[config.mk]
export PLATFORM = sky130hd
export DESIGN_NAME = tx_channel_flat
export DESIGN_NICKNAME = d
export VERILOG_FILES = /design/src/rtl/uam_pkg.sv /design/src/rtl/tx_channel_if.sv /design/src/rtl/baud_bit_timer.sv /design/src/rtl/tx_channel.sv /design/src/flat_wrapper.sv
export SDC_FILE = /design/constraint.sdc
export NUM_CORES = 1
export LEC_CHECK = 0
export BUFFER_PORTS_ARGS = -buffer_cell sky130_fd_sc_hd__buf_2
export CORE_ASPECT_RATIO = 0.9
export CORE_MARGIN = 2
export CORE_UTILIZATION = 41
export DETAILED_ROUTE_END_ITERATION = 10
export PLACE_DENSITY = 0.63
export SETUP_SLACK_MARGIN = 0.3
export SYNTH_ARGS = -nofsm -noshare
export SYNTH_HDL_FRONTEND = slang
export SYNTH_HIERARCHICAL = 1
export SYNTH_SLANG_ARGS = --single-unit
[constraint.sdc]
create_clock -name clk -period 6 [get_ports clk]
set_input_delay 0.3 -clock clk [delete_from_list [all_inputs] [get_ports clk]]
set_output_delay 0.3 -clock clk [all_outputs]
set_load 0.05 [all_outputs]
[src/rtl/uam_pkg.sv]
// Shared DUART channel definitions: transmit FSM states, MR1 character-length
// encoding and helpers that turn that encoding into bit counts and data masks.
package uam_pkg;

  typedef enum logic [2:0] {
    IDLE,
    START,
    DATA,
    PARITY,
    STOP
  } tx_state_t;

  localparam logic [1:0] BPC_5 = 2'b00;
  localparam logic [1:0] BPC_6 = 2'b01;
  localparam logic [1:0] BPC_7 = 2'b10;
  localparam logic [1:0] BPC_8 = 2'b11;

  function automatic logic [3:0] data_bits(input logic [1:0] bpc);
    return 4'd5 + {2'b00, bpc};
  endfunction

  // Keeps only the active data bits so parity ignores the unused upper bits.
  function automatic logic [7:0] char_mask(input logic [1:0] bpc);
    logic [7:0] m;
    case (bpc)
      BPC_5:   m = 8'h1F;
      BPC_6:   m = 8'h3F;
      BPC_7:   m = 8'h7F;
      default: m = 8'hFF;
    endcase
    return m;
  endfunction

endpackage

[src/rtl/tx_channel_if.sv]
// CPU / mode-register / pin side of one DUART transmit channel.
// master = the surrounding logic (or bench), slave = tx_channel.
interface tx_channel_if;
  logic       BaudTick;
  logic       TxEnable;
  logic       TxWrite;
  logic [7:0] TxData;
  logic [1:0] BitsPerChar;
  logic       ParityEn;
  logic       ParityOdd;
  logic       StopBits2;
  logic       CTSEN;
  logic       TxRTSC;
  logic       CTSn;
  logic       TxD;
  logic       TxRDY;
  logic       TxEMT;
  logic       RtsNegate;

  modport master (
    output BaudTick, TxEnable, TxWrite, TxData, BitsPerChar, ParityEn,
           ParityOdd, StopBits2, CTSEN, TxRTSC, CTSn,
    input  TxD, TxRDY, TxEMT, RtsNegate
  );

  modport slave (
    input  BaudTick, TxEnable, TxWrite, TxData, BitsPerChar, ParityEn,
           ParityOdd, StopBits2, CTSEN, TxRTSC, CTSn,
    output TxD, TxRDY, TxEMT, RtsNegate
  );
endinterface

[src/rtl/baud_bit_timer.sv]
// Divide-by-OVERSAMPLE tick counter: bit_done_o fires on the baud tick that
// completes one bit period. Shared by the transmitter and receiver.
module baud_bit_timer #(
  parameter int OVERSAMPLE = 16
) (
  input  logic clk,
  input  logic rst_i,
  input  logic tick_i,
  input  logic clear_i,
  output logic bit_done_o
);

  localparam int CNT_W = (OVERSAMPLE > 1) ? $clog2(OVERSAMPLE) : 1;
  localparam logic [CNT_W-1:0] LAST = CNT_W'(OVERSAMPLE - 1);

  logic [CNT_W-1:0] cnt_q, cnt_d;

  always_comb begin
    // NOTE: assign the hold value first so every path drives cnt_d; a missing
    // else branch in always_comb would otherwise infer a latch.
    cnt_d = cnt_q;
    if (clear_i) begin
      cnt_d = '0;
    end else if (tick_i) begin
      cnt_d = (cnt_q == LAST) ? '0 : cnt_q + CNT_W'(1);
    end
  end

  assign bit_done_o = tick_i & (cnt_q == LAST);

  // NOTE: state registers use non-blocking assignments so every flop samples
  // values from before the edge, independent of statement order.
  always_ff @(posedge clk) begin
    if (rst_i) begin
      cnt_q <= '0;
    end else begin
      cnt_q <= cnt_d;
    end
  end

endmodule

[src/rtl/tx_channel.sv]
// DUART channel transmitter: one-deep THR feeding a start/data/parity/stop
// serialiser, with CTS start gating, TxRDY/TxEMT status and auto-RTS negate.
module tx_channel
  import uam_pkg::*;
#(
  parameter int OVERSAMPLE = 16
) (
  input logic         clk,
  input logic         MrReset,
  tx_channel_if.slave bus
);

  tx_state_t  state_q, state_d;
  logic [7:0] thr_q, thr_d;
  logic       thr_full_q, thr_full_d;
  logic [7:0] shift_q, shift_d;
  logic [2:0] bit_cnt_q, bit_cnt_d;
  logic       stop_cnt_q, stop_cnt_d;
  logic       parity_q, parity_d;
  logic [1:0] bpc_q, bpc_d;
  logic       par_en_q, par_en_d;
  logic       stop2_q, stop2_d;
  logic       txd_q, txd_d;
  logic       txrdy_q, txrdy_d;
  logic       txemt_q, txemt_d;
  logic       rts_q, rts_d;

  logic       bit_done;
  logic       timer_clear;
  logic       start_ok;
  logic       transfer;
  logic [7:0] char_next;
  logic [3:0] last_bit;

  // Counter sits at zero while idle, so every frame starts on a fresh period.
  assign timer_clear = (state_q == IDLE);

  baud_bit_timer #(.OVERSAMPLE(OVERSAMPLE)) u_timer (
    .clk        (clk),
    .rst_i      (MrReset),
    .tick_i     (bus.BaudTick),
    .clear_i    (timer_clear),
    .bit_done_o (bit_done)
  );

  // THR only fills while enabled, so a full THR is always eligible to send,
  // including the character left behind when TxEnable drops.
  assign start_ok  = thr_full_q & (~bus.CTSEN | ~bus.CTSn);
  assign char_next = thr_q & char_mask(bus.BitsPerChar);
  assign last_bit  = data_bits(bpc_q) - 4'd1;

  always_comb begin
    state_d    = state_q;
    thr_d      = thr_q;
    thr_full_d = thr_full_q;
    shift_d    = shift_q;
    bit_cnt_d  = bit_cnt_q;
    stop_cnt_d = stop_cnt_q;
    parity_d   = parity_q;
    bpc_d      = bpc_q;
    par_en_d   = par_en_q;
    stop2_d    = stop2_q;
    rts_d      = 1'b0;
    transfer   = 1'b0;

    case (state_q)
      IDLE: transfer = start_ok;
      START: if (bit_done) state_d = DATA;
      DATA: begin
        if (bit_done) begin
          shift_d = shift_q >> 1;
          if ({1'b0, bit_cnt_q} == last_bit) begin
            state_d    = par_en_q ? PARITY : STOP;
            stop_cnt_d = 1'b0;
          end else begin
            bit_cnt_d = bit_cnt_q + 3'd1;
          end
        end
      end
      PARITY: begin
        if (bit_done) begin
          state_d    = STOP;
          stop_cnt_d = 1'b0;
        end
      end
      STOP: begin
        if (bit_done) begin
          if (!stop2_q || stop_cnt_q) begin
            if (start_ok) begin
              transfer = 1'b1;
            end else begin
              state_d = IDLE;
              rts_d   = bus.TxRTSC & ~thr_full_q;
            end
          end else begin
            stop_cnt_d = 1'b1;
          end
        end
      end
      default: state_d = IDLE;
    endcase

    // Format is frozen here for the whole character.
    if (transfer) begin
      state_d    = START;
      shift_d    = char_next;
      parity_d   = (^char_next) ^ bus.ParityOdd;
      bpc_d      = bus.BitsPerChar;
      par_en_d   = bus.ParityEn;
      stop2_d    = bus.StopBits2;
      bit_cnt_d  = 3'd0;
      thr_full_d = 1'b0;
    end

    if (bus.TxWrite && bus.TxEnable && (!thr_full_q || transfer)) begin
      thr_d      = bus.TxData;
      thr_full_d = 1'b1;
    end

    case (state_d)
      START:   txd_d = 1'b0;
      DATA:    txd_d = shift_d[0];
      PARITY:  txd_d = parity_d;
      default: txd_d = 1'b1;
    endcase

    txrdy_d = bus.TxEnable & ~thr_full_d;
    txemt_d = ~thr_full_d & (state_d == IDLE);
  end

  always_ff @(posedge clk) begin
    if (MrReset) begin
      state_q    <= IDLE;
      thr_q      <= '0;
      thr_full_q <= 1'b0;
      shift_q    <= '0;
      bit_cnt_q  <= '0;
      stop_cnt_q <= 1'b0;
      parity_q   <= 1'b0;
      bpc_q      <= '0;
      par_en_q   <= 1'b0;
      stop2_q    <= 1'b0;
      txd_q      <= 1'b1;
      txrdy_q    <= 1'b0;
      txemt_q    <= 1'b1;
      rts_q      <= 1'b0;
    end else begin
      state_q    <= state_d;
      thr_q      <= thr_d;
      thr_full_q <= thr_full_d;
      shift_q    <= shift_d;
      bit_cnt_q  <= bit_cnt_d;
      stop_cnt_q <= stop_cnt_d;
      parity_q   <= parity_d;
      bpc_q      <= bpc_d;
      par_en_q   <= par_en_d;
      stop2_q    <= stop2_d;
      txd_q      <= txd_d;
      txrdy_q    <= txrdy_d;
      txemt_q    <= txemt_d;
      rts_q      <= rts_d;
    end
  end

  assign bus.TxD       = txd_q;
  assign bus.TxRDY     = txrdy_q;
  assign bus.TxEMT     = txemt_q;
  assign bus.RtsNegate = rts_q;

endmodule

[src/flat_wrapper.sv]
// flat-port wrapper written by rule: the top's interface ports become plain ports
module tx_channel_flat import uam_pkg::*;
#(
  parameter int OVERSAMPLE = 16
)
  (clk, MrReset, bus_BaudTick, bus_TxEnable, bus_TxWrite, bus_TxData, bus_BitsPerChar, bus_ParityEn, bus_ParityOdd, bus_StopBits2, bus_CTSEN, bus_TxRTSC, bus_CTSn, bus_TxD, bus_TxRDY, bus_TxEMT, bus_RtsNegate);
  tx_channel_if bus_i ();
  input logic clk;
  input logic MrReset;
  input wire logic [$bits(bus_i.BaudTick)-1:0] bus_BaudTick;
  input wire logic [$bits(bus_i.TxEnable)-1:0] bus_TxEnable;
  input wire logic [$bits(bus_i.TxWrite)-1:0] bus_TxWrite;
  input wire logic [$bits(bus_i.TxData)-1:0] bus_TxData;
  input wire logic [$bits(bus_i.BitsPerChar)-1:0] bus_BitsPerChar;
  input wire logic [$bits(bus_i.ParityEn)-1:0] bus_ParityEn;
  input wire logic [$bits(bus_i.ParityOdd)-1:0] bus_ParityOdd;
  input wire logic [$bits(bus_i.StopBits2)-1:0] bus_StopBits2;
  input wire logic [$bits(bus_i.CTSEN)-1:0] bus_CTSEN;
  input wire logic [$bits(bus_i.TxRTSC)-1:0] bus_TxRTSC;
  input wire logic [$bits(bus_i.CTSn)-1:0] bus_CTSn;
  output wire logic [$bits(bus_i.TxD)-1:0] bus_TxD;
  output wire logic [$bits(bus_i.TxRDY)-1:0] bus_TxRDY;
  output wire logic [$bits(bus_i.TxEMT)-1:0] bus_TxEMT;
  output wire logic [$bits(bus_i.RtsNegate)-1:0] bus_RtsNegate;
  assign bus_i.BaudTick = bus_BaudTick;
  assign bus_i.TxEnable = bus_TxEnable;
  assign bus_i.TxWrite = bus_TxWrite;
  assign bus_i.TxData = bus_TxData;
  assign bus_i.BitsPerChar = bus_BitsPerChar;
  assign bus_i.ParityEn = bus_ParityEn;
  assign bus_i.ParityOdd = bus_ParityOdd;
  assign bus_i.StopBits2 = bus_StopBits2;
  assign bus_i.CTSEN = bus_CTSEN;
  assign bus_i.TxRTSC = bus_TxRTSC;
  assign bus_i.CTSn = bus_CTSn;
  assign bus_TxD = bus_i.TxD;
  assign bus_TxRDY = bus_i.TxRDY;
  assign bus_TxEMT = bus_i.TxEMT;
  assign bus_RtsNegate = bus_i.RtsNegate;
  tx_channel #(.OVERSAMPLE(OVERSAMPLE)) u_core (.clk(clk), .MrReset(MrReset), .bus(bus_i));
endmodule
==> impl_metrics.yaml, run 1 <==
routing:
  drc: 0
  drtIter0Drc: 105
  wl_per_cell_um: 13.35
  first_pass_iters: 4
  vias: 1492
  antenna_left: 0
  totalWireLength_um: 3632
  vias_per_cell: 5.485
worst_hold_path:
  min_path_type: "input port to flip-flop"
timing:
  rsz0062_at_grt: "false"
  hold_viol_final: 0
  clock.fmax_mhz: 450.2
  clock-skew-final_ps: 3.060
  drv_slew: 0
  setup_tns_ps: 0
  final.min_clock_period_ps: 2221
  relSlewSlack_pct: 48.65
  tightest_slew_ps: 770.3
  finalSetupViolCount: 0
  final.setup.worst_slack_ps: 3779
  period_share_pct: 37.02
logic_synthesis:
  ys.flop_type: "dfxtp_1"
  synth_seq_cells: 37
  synth_xor_area_share_pct: 7.005
  synth_top_area_share_pct: 42.32
  yosysMostFrequentCell: "dfxtp_1"
  synth-simple-area-share_pct: 23.80
  ys_top_cells_by_area: "dfxtp_1 (42%), nand2_1 (5.8%), a21oi_1 (5.7%), xnor2_1 (5.0%), nand3_1 (4.3%)"
  async_flop_share_pct: 0
  syn_area_mm2: 0.001750
  synth_common_cells: "dfxtp_1 (37), nand2_1 (27), a21oi_1 (20)"
  synth.avg_cell_area_um2: 8.539
  ys_seq_area_share_pct: 42.32
  synthMuxAreaShare_pct: 1.716
  ys_warn_count: 6
  synth-compound-area-share_pct: 19.09
  synthCells: 205
  syn_nets: 228
  synth-edff-count: 0
  yosysTopAreaCell: "dfxtp_1"
  yosysUniqueCellTypes: 45
  synth_top_family_by_area: "simple AND/OR/NAND/NOR gates"
  synth-adder-area-share_pct: 1.430
power_and_ir_drop:
  clkPwrFrac_pct: 34.2
  power.density_mw_per_mm2: 260.4
  power_leakage_uw: 0.0007246
  p_switching_uw: 134.2
  switching_share_pct: 26.43
  peakVddDrop_mv: 0.1147
  pwr-share-seq_pct: 52.2
  fin_total_pwr_uw: 507.9
  internal_power_uw: 373.7
  pwr-share-comb_pct: 13.6
place:
  place_hpwl_um: 2551
  io_buffers: 24
  place_congestion: 0.8298
  place_ws_ps: 3796
critical_path:
  crit_type: "flip-flop to flip-flop"
  path_max_fanout: 9
  cp.arrival_ps: 2390
  critPathCaptureType: "flip-flop"
  required_ps: 6170
  cp-start-kind: "flip-flop"
cts:
  cts_setup_buffers: 0
  clock_latency_ps: 290
  cts_tree: "yes"
  clk_pin_slew_worst_paths_ps: 70
  clockRootBuffer: "clkbuf_8"
  hold_buffers: 0
  cts_buffer_depth: 2
  cts_resized: 0
  htree_levels: 2
  cts_buffers: 5
  clock_sinks: 37
cells_and_area:
  areaGrowthSynthToFinish_pct: 11.44
  nets: 247
  drive_gt1_share_pct: 16.52
  diodes: 0
  final_util_pct: 47.56
  num-fill-cells: 399
grt:
  grt_max_degree: 35
  grt_pass1_wl_um: 6154
  grt-ovfl-total: 0
  grt_util_all_layers_pct: 17.01
  grt_antenna_before_repair: 0
  grt_pass1_vias: 1311
floorplan:
  ioPinCount: 25
  die_h_um: 65.99
  coreArea_mm2: 0.004101
  die_w_um: 72.88
  row_count: 22
  die-area_mm2: 0.004809
  initial_core_util_pct: 42.68
status:
  outcome: "complete, no violations"
flow_run:
  cap_violations: 0
[registers in the layout, indices dropped and copies added (netlist names), 2 cells and up]
| name | cells |
|---|---|
| u_core/shift_q | 8 |
| u_core/thr_q | 8 |
| u_core/u_timer/cnt_q | 4 |
| u_core/bit_cnt_q | 3 |
| u_core/state_q | 3 |
| u_core/bpc_q | 2 |
[cell usage in the layout, fill, tap and decap left out, types with 2 or more instances in the layout]
cell type	n
a31oi_1	3
clkbuf_8	6
nor3_1	8
a311oi_1	6
nand3_1	15
and2_1	3
mux2i_1	3
xor2_1	4
nor2_1	12
o211a_1	2
ha_1	2
a21oi_1	20
o21ai_0	11
dfxtp_1	37
xnor2_1	10
a22oi_1	2
buf_2	24
nand4_1	3
a21o_1	2
inv_1	3
nand2_1	27
[worst paths after layout]
| path | slack [ps] | start | depth (start not counted) | endpoint |
|---|---|---|---|---|
| setup reg to reg | 3780 | u_core/u_timer/cnt_q[0]$_SDFFE_PP0P_ | 7 | u_core/bus.TxD$_SDFF_PP1_ |
| setup / recovery | 3780 | u_core/u_timer/cnt_q[0]$_SDFFE_PP0P_ | 7 | u_core/bus.TxD$_SDFF_PP1_ |
| hold reg to reg | 460 | u_core/stop_cnt_q$_SDFFE_PP0P_ | 2 | u_core/stop_cnt_q$_SDFFE_PP0P_ |
| hold / removal | 190 | bus_TxWrite | 2 | u_core/bus.TxRDY$_SDFF_PP0_ |
[area by class of cell]
| cell class | count | area, um2 | share of cell area (%) |
|---|---|---|---|
| Sequential cell | 37 | 740.7 | 37.97 |
| Multi-Input combinational cell | 152 | 928.4 | 47.59 |
| Inverter | 4 | 15.01 | 0.7697 |
| Clock buffer | 7 | 86.33 | 4.426 |
| Tap cell | 48 | 60.06 | 3.079 |
| Timing Repair Buffer | 24 | 120.1 | 6.158 |
[kinds of logic (layout without fill, tap and decap cells)]
family                     Yosys count  in the layout
and+or+nand+nor                     81             81
AOI/OAI and AO/OA                   52             52
DFF                                 37             37
buffers and inverters               16             35
xor gates and xnor gates            14             14
muxes                                3              3
adders and majority gates            2              2
[per-layer routing]
layer  vias up  part of all wire, %  track usage (%)
met5         -                    0                0
met4         0                  2.2            9.028
met3         8                  4.3            4.573
met2        35                   46            25.23
met1       682                   48            22.40
li1        767                    -                -
[worst max-delay path: stages (launching register included)]
cell,delay [ps]
dfxtp_1,370
ha_1,180
and4_4,290
nand4bb_1,370
nand2_1,180
nand2_1,80
o211a_1,210
or4_1,400
[stage by stage]
step	cell area, um2	hold slack (ps)	instances
6_report	1951	190.3	272
5_1_grt	1951	207.2	272
3_3_place_gp	1864	438.6	265
2_1_floorplan	1750	376.7	205
4_1_cts	1951	176.6	272
3_5_place_dp	1864	451.1	265
[power by group through the flow]
| stage | sequential (uW) | combinational (uW) | clock [uW] |
|---|---|---|---|
| floorplan | 274 | 46.0 | 0 |
| global placement | 271 | 68.5 | 0 |
| detailed placement | 271 | 68.7 | 0 |
| CTS | 265 | 69.3 | 179 |
| global route | 267 | 76.2 | 192 |
| finish | 265 | 68.9 | 174 |
Power figures use the tool's default switching activity.
==> run 2: changes to the inputs <==
Settings changed: PLACE_DENSITY 0.63 to 0.66.
Clock period 6 ns to 2 ns, I/O delays scaled along.
==> impl_metrics.yaml, run 2 (synthesis results as in run 1) <==
status:
  outcome: "complete, no violations"
floorplan:
  row_count: 22
  coreArea_mm2: 0.004101
  die_h_um: 65.99
  ioPinCount: 25
  die_w_um: 72.88
  die-area_mm2: 0.004809
  initial_core_util_pct: 42.68
critical_path:
  required_ps: 2170
  cp-start-kind: "flip-flop"
  r2r_slack_ps: 120
  r2r_cells: 5
  reg2reg_to: "u_core/bus.TxD$_SDFF_PP1_"
  crit_type: "flip-flop to flip-flop"
  r2r_start: "u_core/state_q[1]$_SDFF_PP0_"
  crit_path_start: "u_core/state_q[1]$_SDFF_PP0_"
  path_max_fanout: 9
  critPathCaptureType: "flip-flop"
  cp.arrival_ps: 2050
timing:
  relSlewSlack_pct: 57.06
  tightest_slew_ps: 644.1
  clock.fmax_mhz: 531.7
  finalSetupViolCount: 0
  whs_ps: 47.90
  hold_viol_final: 0
  clock-skew-final_ps: 5.195
  drv_slew: 0
  final.min_clock_period_ps: 1881
  rsz0062_at_grt: "true"
  setup_tns_ps: 0
  final.setup.worst_slack_ps: 119.4
  period_share_pct: 94.03
grt:
  grt-ovfl-total: 0
  grt_util_all_layers_pct: 17.27
  grt_pass1_wl_um: 6368
  grt_antenna_before_repair: 0
  grt_max_degree: 35
  grt_pass1_vias: 1459
routing:
  totalWireLength_um: 3778
  vias_per_cell: 5.440
  first_pass_iters: 4
  vias: 1545
  drc: 0
  drtIter0Drc: 69
  wl_per_cell_um: 13.30
  antenna_left: 0
place:
  io_buffers: 24
  place_hpwl_um: 2507
  place_congestion: 0.7537
  place_ws_ps: 115.3
power_and_ir_drop:
  power_leakage_uw: 0.0007816
  peakVddDrop_mv: 0.3733
  fin_total_pwr_uw: 1535
  power.density_mw_per_mm2: 713.1
worst_hold_path:
  hold_path.startpoint: "bus_ParityEn"
  min_path_type: "input port to flip-flop"
  whs_endpoint: "u_core/par_en_q$_SDFFE_PP0P_"
  min_path_cells: 3
cts:
  clock_latency_ps: 290
  clock_sinks: 37
  cts_buffer_depth: 2
  cts_tree: "yes"
  cts_buffers: 5
  htree_levels: 2
  clockRootBuffer: "clkbuf_8"
  clk_pin_slew_worst_paths_ps: 70
cells_and_area:
  nets: 258
  num-fill-cells: 401
  areaGrowthSynthToFinish_pct: 22.94
  layout_commonest_cell: "dfxtp_1"
  drive_gt1_share_pct: 26.27
  mostFrequentLayoutCells: "dfxtp_1 (35), nand2_1 (27), buf_2 (24)"
  top_regs: "u_core/shift_q: 8 flops, u_core/thr_q: 8 flops, u_core/u_timer/cnt_q: 4 flops"
  diodes: 0
flow_run:
  cap_violations: 0
==> run 2: how the worst max path moves through the flow <==
stage	end	slack [ps]	cells past startpoint
floorplan	u_core/bus.TxD$_SDFF_PP1_	210	7
global placement	u_core/bus.TxD$_SDFF_PP1_	140	6
detailed placement	u_core/bus.TxD$_SDFF_PP1_	120	6
CTS	u_core/bus.TxD$_SDFF_PP1_	160	7
global route	u_core/bus.TxD$_SDFF_PP1_	60	7
finish	u_core/bus.TxD$_SDFF_PP1_	120	5
==> run 2: final cells by class <==
class                      instances  area [um2]  share of cell area, %
tap                               48       60.06                  2.791
clock buffer                       8       80.08                  3.721
multi-input combinational        152        1042                  48.43
inverter                           4       17.52                 0.8140
timing repair buffer              35       209.0                  9.709
sequential                        37       743.2                  34.53
==> run 2: what timing repair did <==
action / in CTS / in global routing
resized for setup: 4 / 14
setup buffers: 5 / 2
hold endpoints to repair: 1 / 0
hold buffers: 1 / 0
pin swaps: 0 / 4
endpoints found under the setup margin: 12 / 27
==> run 2: routing by layer <==
layer	GRT usage (%)	part of all wire [%]	vias to the layer above
met2	27.27	43	33
li1	-	-	788
met1	21.74	51	719
met5	0	0	-
met4	6.250	1.6	0
met3	5.945	5.0	5
==> run 2: report_power, final <==
group | internal (uW) | switching [uW]
clock | 248 | 255
sequential | 770 | 29.9
combinational | 96.6 | 135
==> run 2: critical path, stage by stage (launching register included) <==
cell and delay [ps]:
dfxtp_1 570, inv_1 120, a311oi_1 250, o21bai_1 190, o211a_1 250, or4_1 380
==> run 2: through the flow <==
| stage | cells | util, % | area (um2) |
|---|---|---|---|
| after global placement | 268 | 46.61 | 1912 |
| after detailed placement | 268 | 46.61 | 1912 |
| final | 284 | 52.47 | 2152 |
| after floorplan | 205 | - | 1785 |
| after CTS | 282 | 50.18 | 2058 |
| after global routing | 284 | 52.47 | 2152 |
==> run 3: changes to the inputs <==
Settings changed: CTS_BUF_LIST set to sky130_fd_sc_hd__clkbuf_8.
==> impl_metrics.yaml, run 3 (synthesis results as in run 1) <==
status:
  outcome: "complete, no violations"
cells_and_area:
  layout_commonest_cell: "dfxtp_1"
  multi_input_area_mm2: 0.001042
  top_regs: "u_core/shift_q: 8 flops, u_core/thr_q: 8 flops, u_core/u_timer/cnt_q: 4 flops"
  drive_gt1_share_pct: 25.96
  diodes: 0
  areaGrowthSynthToFinish_pct: 22.52
  num-fill-cells: 400
  regArea_um2: 743.2
  nets: 257
  mostFrequentLayoutCells: "dfxtp_1 (35), nand2_1 (27), buf_2 (24)"
timing:
  drv_slew: 0
  clock-skew-final_ps: 5.778
  clock.fmax_mhz: 532.7
  period_share_pct: 93.86
  setup_tns_ps: 0
  finalSetupViolCount: 0
  rsz0062_at_grt: "true"
  final.min_clock_period_ps: 1877
  tightest_slew_ps: 642.5
  final.setup.worst_slack_ps: 122.8
  hold_viol_final: 0
  relSlewSlack_pct: 57.16
place:
  io_buffers: 24
  place_hpwl_um: 2507
  place_congestion: 0.7537
  place_ws_ps: 115.3
routing:
  first_pass_iters: 5
  antenna_left: 0
  vias: 1560
  vias_per_cell: 5.512
  drc: 0
  drtIter0Drc: 78
  wl_per_cell_um: 13.30
  totalWireLength_um: 3764
power_and_ir_drop:
  peakVddDrop_mv: 0.3746
  power.density_mw_per_mm2: 707.9
  power_leakage_uw: 0.0007897
grt:
  grt_max_degree: 35
  grt_pass1_wl_um: 6341
  grt_antenna_before_repair: 0
  grt_pass1_vias: 1449
  grt-ovfl-total: 0
  grt_util_all_layers_pct: 17.21
floorplan:
  initial_core_util_pct: 42.68
  die_w_um: 72.88
  die-area_mm2: 0.004809
  coreArea_mm2: 0.004101
  die_h_um: 65.99
  row_count: 22
  ioPinCount: 25
critical_path:
  path_max_fanout: 8
  critPathCaptureType: "flip-flop"
  cp.arrival_ps: 2050
  crit_type: "flip-flop to flip-flop"
  r2r_cells: 7
  cp-start-kind: "flip-flop"
  required_ps: 2170
cts:
  htree_levels: 2
  clk_pin_slew_worst_paths_ps: 70
  clockRootBuffer: "clkbuf_8"
  clock_latency_ps: 290
  cts_tree: "yes"
  cts_buffer_depth: 2
  cts_buffers: 5
  clock_sinks: 37
flow_run:
  cap_violations: 0
worst_hold_path:
  min_path_type: "input port to flip-flop"
  min_path_cells: 3
run 3: cell types whose count changed in the layout (fill, tap and decap cells not counted):
cell	before	now
clkbuf_1	3	0
buf_4	9	8
inv_1	3	6
run 3: power by group:
part           switching (uW)  total [uW]  internal [uW]  leakage, uW
clock network             260         492            232    0.0000519
registers                29.4         799            770     0.000302
logic                     134         227           92.8     0.000436
run 3: repair_timing:
action | CTS | global route
hold endpoints to repair | 1 | 0
buffers inserted | 4 | 2
resized for setup | 4 | 14
hold buffers | 1 | 0
endpoints found under the setup margin | 12 | 27
pin swaps | 0 | 4
run 3: layout make-up:
class,count,area share [%]
clock buffers,5,3.209
clock inverters,3,0.5251
inverters,4,0.8168
multi-input cells,152,48.60
flip-flops and latches,37,34.66
well taps,48,2.800
repair buffers,34,9.393
run 3: metrics by stage:
stage | hold WS, ps | instance area, um2 | util (%) | total power (uW) | std cells
floorplan | 169.4 | 1785 | - | 963.5 | 205
global placement | 291.0 | 1912 | 46.61 | 1023 | 268
detailed placement | 295.8 | 1912 | 46.61 | 1024 | 268
CTS | 45.17 | 2051 | 50.00 | 1515 | 281
global route | 34.87 | 2145 | 52.29 | 1593 | 283
finish | 45.32 | 2145 | 52.29 | 1518 | 283
run 3: worst max-delay path, cell delays in order (launching register included):
cell	delay, ps
dfxtp_2	350
ha_4	130
and4_4	280
nand3b_1	90
o21ai_0	110
o21bai_1	160
o211a_1	250
or4_1	380
run 3: layer usage:
| metal | up-vias | wire (um) | track usage, % |
|---|---|---|---|
| met5 | - | 0 | 0 |
| met4 | 0 | 61 | 6.250 |
| met3 | 5 | 231 | 5.945 |
| met2 | 45 | 1637 | 27.05 |
| met1 | 720 | 1834 | 21.74 |
| li1 | 790 | - | - |
run 3: worst paths after layout:
kind                                        start                           end  slack [ps]
max          u_core/u_timer/cnt_q[0]$_SDFFE_PP0P_     u_core/bus.TxD$_SDFF_PP1_         120
min                                  bus_ParityEn  u_core/par_en_q$_SDFFE_PP0P_          50
max reg2reg  u_core/u_timer/cnt_q[0]$_SDFFE_PP0P_     u_core/bus.TxD$_SDFF_PP1_         120
min reg2reg           u_core/stop2_q$_SDFFE_PP0P_   u_core/stop2_q$_SDFFE_PP0P_         460
